## src/rtl/nor_chain_decoder_pkg.sv

```systemverilog
// Shared types and constants for the NOR-chain decoder.
package nor_chain_decoder_pkg;

  localparam int CODE_W = 4;
  localparam int TGT_W  = 3;

  localparam logic [CODE_W-1:0] LAST_CODE = 4'hF;

  typedef enum logic [1:0] {
    IDLE,
    SCAN,
    EMIT,
    DONE
  } state_t;

endpackage

```

## src/rtl/nor_chain_decoder_eval.sv

```systemverilog
// Combinational model of the three-stage NOR cascade: code {a,b,c,d} -> {e,f,g}.
module nor_chain_eval
  import nor_chain_decoder_pkg::*;
(
  input  logic [CODE_W-1:0] code,
  output logic [TGT_W-1:0]  tgt
);

  logic e;
  logic f;
  logic g;

  assign e   = ~(code[3] | code[2]);
  assign f   = ~(e | code[1]);
  assign g   = ~(f | code[0]);
  assign tgt = {e, f, g};

endmodule

```

## src/rtl/nor_chain_decoder.sv

```systemverilog
// Scans all 16 input codes and streams those whose NOR-chain output equals the target.
// Optional match counter enabled by defining NOR_CHAIN_DECODER_MATCH_CNT_EN.
module nor_chain_decoder
  import nor_chain_decoder_pkg::*;
(
  input  logic              clk,
  input  logic              rst_n,
  input  logic              req_valid,
  output logic              req_ready,
  input  logic [TGT_W-1:0]  req_target,
  output logic              out_valid,
  input  logic              out_ready,
  output logic [CODE_W-1:0] out_code,
  output logic              done
`ifdef NOR_CHAIN_DECODER_MATCH_CNT_EN
  ,
  output logic [4:0]        match_cnt
`endif
);

  state_t             state;
  logic [CODE_W-1:0]  idx;
  logic [TGT_W-1:0]   target_q;
  logic [TGT_W-1:0]   eval_tgt;

  nor_chain_eval u_eval (
    .code (idx),
    .tgt  (eval_tgt)
  );

  assign req_ready = (state == IDLE);

  // idx keeps pointing at the emitted code during EMIT so the scan resumes after it
  always_ff @(posedge clk or negedge rst_n) begin
    if (!rst_n) begin
      state     <= IDLE;
      idx       <= '0;
      target_q  <= '0;
      out_valid <= 1'b0;
      out_code  <= '0;
      done      <= 1'b0;
    end else begin
      done <= 1'b0;
      case (state)
        IDLE: begin
          if (req_valid) begin
            target_q <= req_target;
            idx      <= '0;
            state    <= SCAN;
          end
        end
        SCAN: begin
          if (eval_tgt == target_q) begin
            out_code  <= idx;
            out_valid <= 1'b1;
            state     <= EMIT;
          end else if (idx == LAST_CODE) begin
            done  <= 1'b1;
            state <= DONE;
          end else begin
            idx <= idx + 1'b1;
          end
        end
        EMIT: begin
          if (out_ready) begin
            out_valid <= 1'b0;
            if (idx == LAST_CODE) begin
              done  <= 1'b1;
              state <= DONE;
            end else begin
              idx   <= idx + 1'b1;
              state <= SCAN;
            end
          end
        end
        DONE: begin
          state <= IDLE;
        end
        default: begin
          state <= IDLE;
        end
      endcase
    end
  end

`ifdef NOR_CHAIN_DECODER_MATCH_CNT_EN
  always_ff @(posedge clk or negedge rst_n) begin
    if (!rst_n) begin
      match_cnt <= '0;
    end else if (state == IDLE && req_valid) begin
      match_cnt <= '0;
    end else if (out_valid && out_ready) begin
      match_cnt <= match_cnt + 1'b1;
    end
  end
`endif

endmodule

```

## config.mk

```make
export PLATFORM = sky130hd
export DESIGN_NAME = nor_chain_decoder
export DESIGN_NICKNAME = d
export VERILOG_FILES = /design/src/rtl/nor_chain_decoder_pkg.sv /design/src/rtl/nor_chain_decoder_eval.sv /design/src/rtl/nor_chain_decoder.sv
export SDC_FILE = /design/constraint.sdc
export NUM_CORES = 1
export LEC_CHECK = 0
export CORE_MARGIN = 2
export CORE_UTILIZATION = 35
export CTS_CLUSTER_DIAMETER = 50
export CTS_CLUSTER_SIZE = 12
export DETAILED_ROUTE_END_ITERATION = 10
export PLACE_DENSITY_LB_ADDON = 0.3
export SYNTH_ARGS = -nofsm -noshare
export SYNTH_HDL_FRONTEND = slang
export SYNTH_SLANG_ARGS = --single-unit
```

## constraint.sdc

```tcl
create_clock -name clk -period 2.69 [get_ports clk]
set_input_delay 0.538 -clock clk [delete_from_list [all_inputs] [get_ports clk]]
set_output_delay 0.538 -clock clk [all_outputs]
set_load 0.01 [all_outputs]
```

==> reports/qor.txt <==
Status: complete, no violations
I/O pins: 14
Vias per inst: 5.62
Full die area: 2860 sq um
Clock buffer count from CTS: 3
GP Congestion: 0.826
Synth Instances: 86
Core area: 2280 sq um
Setup Crit Path Kind: reg2out
Pint: 678 uW
# hold bufs at CTS: 0
Critical Path End Type: output port
Critical path cell sequence: inv_1 > ha_1 > clkdlybuf4s50_1
Fin Hold WS: 0.522 ns
Synthesis-stage register bit count: 15
Worst-path clk slew: 0.10 ns
Port bufs: 13
Worst EP arrival: 1.65 ns
Starting Density: 37.7%
Logic gate share of total power: 56.4%
Placed instance count: 125
P_sw: 531 uW
Leak: 0.438 nW
Final worst path period need: 2.19 ns
CTS tree: done
# DRC: 0
Layout cells sized above 1: 10.9%
CTS Sinks: 15
DP HPWL: 1.35 mm
Setup bufs post-CTS: 0
Setup_tns: 0 ns
Worst R2R Setup Slack: 0.79 ns
Power density cells: 1170 nW/um^2
Final Hold Vio Count: 0
Row cnt: 17
Die height: 53.5 um
Cell Count, Final, Fillers Out: 129
Max Fclk: 456 MHz
Overflow after GRT: 0
Clock Tree Buf Depth: 2
Worst min-delay path class: reg2reg
Seq/Total Area, Yosys: 43.7%
Worst Tran Pin Value: 0.681 ns
Cts repair resizes: 0
Commonest non-fill, non-tap cell in the layout: dfrtp_1
Launching element type of the critical path: register
Fin nets: 114
DRT iter0 DRCs: 14
Wire per inst: 14.2 um
Fin crit share: 81.5%
Syn nets: 98
Ant diodes: 0
Crit path max fanout: 5
Crit path largest cell delay: 0.56 ns
Vias in the first global route: 703
Largest net degree at the start of global routing: 17
Yosys warning count: 0
Final setup viols: 0
Antenna violations before repair: 0
Total GRT Usage: 15.4%
Max cap viols: 0
Post-DRT Antenna Nets: 0
First-pass GRT wire length: 3.14 mm
WL final: 1.83 mm
Clk Tree Root Cell: clkbuf_4
Worst EP required: 2.15 ns
RSZ-0062 raised after global routing: false
Peak supply drop: 0.546 mV
Rel. slew slack: 54.4%
Sw frac: 43.9%
P&R area growth vs syn: 20.7%
Post-route clock skew: 0.0104 ns
Via Count: 725
First-pass DRT Iterations: 4
Commonest non-fill, non-tap cells in the layout: dfrtp_1, clkdlybuf4s50_1, inv_1
Syn Area/Cell: 9.98 sq um
CTS H-tree depth: 1
Post-synthesis cell type count: 29
Pins Over Slew Limit: 0
Register share of total power: 32.9%
Worst-Skew Late Latency: 0.29 ns
Die width: 53.5 um
Crit path max-delay cell type: clkdlybuf4s50_1
Cell Area, Synth: 858 sq um
Clock power frac: 10.7%
-- state kept, by name, indices dropped and copies added, names as in the netlist --
signal     cells
idx            4
out_code       4
target_q       3
state          2
done           1
out_valid      1
-- final cells by class --
class,count,area [sq um]
Inverter,9,33.8
Sequential cell,15,375
Clock inverter,1,5.00
Fill cell,231,1240
Multi-Input combinational cell,60,434
Clock buffer,3,22.5
Timing Repair Buffer,13,130
Tap cell,28,35.0
-- layer usage --
layer  share of wire, %  up-vias  GRT usage, %
met2                 47       16          25.1
met1                 46      361          18.8
met4               0.66        0          3.85
met5                  0        -             0
li1                   -      346             -
met3                6.1        2          6.21
-- metrics by stage --
step / area (sq um) / setup WS (ns) / power [mW] / utilization, %
2_1_floorplan: 858 / 1.09 / 0.902 / -
3_3_place_gp: 1010 / 0.827 / 1.05 / 44.3
3_5_place_dp: 1010 / 0.765 / 1.08 / 44.3
4_1_cts: 1040 / 0.490 / 1.22 / 45.5
5_1_grt: 1040 / 0.421 / 1.32 / 45.5
6_report: 1040 / 0.497 / 1.21 / 45.5
-- Yosys cell counts --
cell | n | area share (%)
o211a_1 | 1 | 1.2
a221o_1 | 2 | 2.3
nor2_1 | 4 | 1.7
ha_1 | 5 | 7.3
inv_1 | 9 | 3.9
o2111ai_4 | 1 | 3.1
a21oi_1 | 3 | 1.7
buf_6 | 1 | 1.3
nand2_1 | 7 | 3.1
nor3_1 | 1 | 0.58
nor2_2 | 1 | 0.73
nor2b_1 | 1 | 0.73
mux2_2 | 3 | 3.9
o21ba_1 | 1 | 1.2
or3_1 | 1 | 0.73
o311ai_1 | 1 | 1.0
o21ai_0 | 8 | 4.7
mux2_4 | 1 | 1.7
a2111oi_0 | 1 | 1.0
o21ai_1 | 3 | 1.7
a32oi_1 | 2 | 2.0
a22o_1 | 1 | 1.0
o31ai_2 | 1 | 1.5
dfrtp_1 | 15 | 44
clkbuf_1 | 1 | 0.44
nand3_1 | 5 | 2.9
o211ai_1 | 2 | 1.7
o22ai_1 | 3 | 2.2
or2_1 | 1 | 0.73
-- worst max-delay path, delay by kind of cell, from the launching register on --
family                   cells  cell delay, ns
adder cells (fa/ha/maj)      1            0.24
buffers and inverters        2            0.70
flip-flops                   1            0.42
-- power by group through the flow --
stage / Combinational [mW] / Clock, mW / Sequential [mW]
6_report: 0.682 / 0.129 / 0.398
5_1_grt: 0.768 / 0.143 / 0.414
4_1_cts: 0.689 / 0.135 / 0.399
3_5_place_dp: 0.680 / 0 / 0.401
3_3_place_gp: 0.654 / 0 / 0.397
2_1_floorplan: 0.503 / 0 / 0.399
-- path summary, 6_finish.rpt --
check,endpoint,cells past startpoint,start
min reg2reg,out_valid$_DFFE_PN0P_,2,out_valid$_DFFE_PN0P_
max in group asynchronous,target_q[0]$_DFFE_PN0P_,1,rst_n
max,req_ready,3,state[0]$_DFFE_PN0P_
max reg2reg,idx[3]$_DFFE_PN0P_,5,idx[3]$_DFFE_PN0P_
min in group asynchronous,idx[2]$_DFFE_PN0P_,1,rst_n
min,out_valid$_DFFE_PN0P_,2,out_valid$_DFFE_PN0P_
-- kinds of logic (layout without fill, tap and decap cells) --
kind of cell / after synthesis / count (layout) / share of synthesized area (%)
fa+ha+maj: 5 / 5 / 7.29
simple gates: 21 / 21 / 11.2
mux: 4 / 4 / 5.68
buf+inv: 11 / 26 / 5.68
flops: 15 / 15 / 43.7
compound gates: 30 / 30 / 26.4
(Power assumes the default switching activity.)
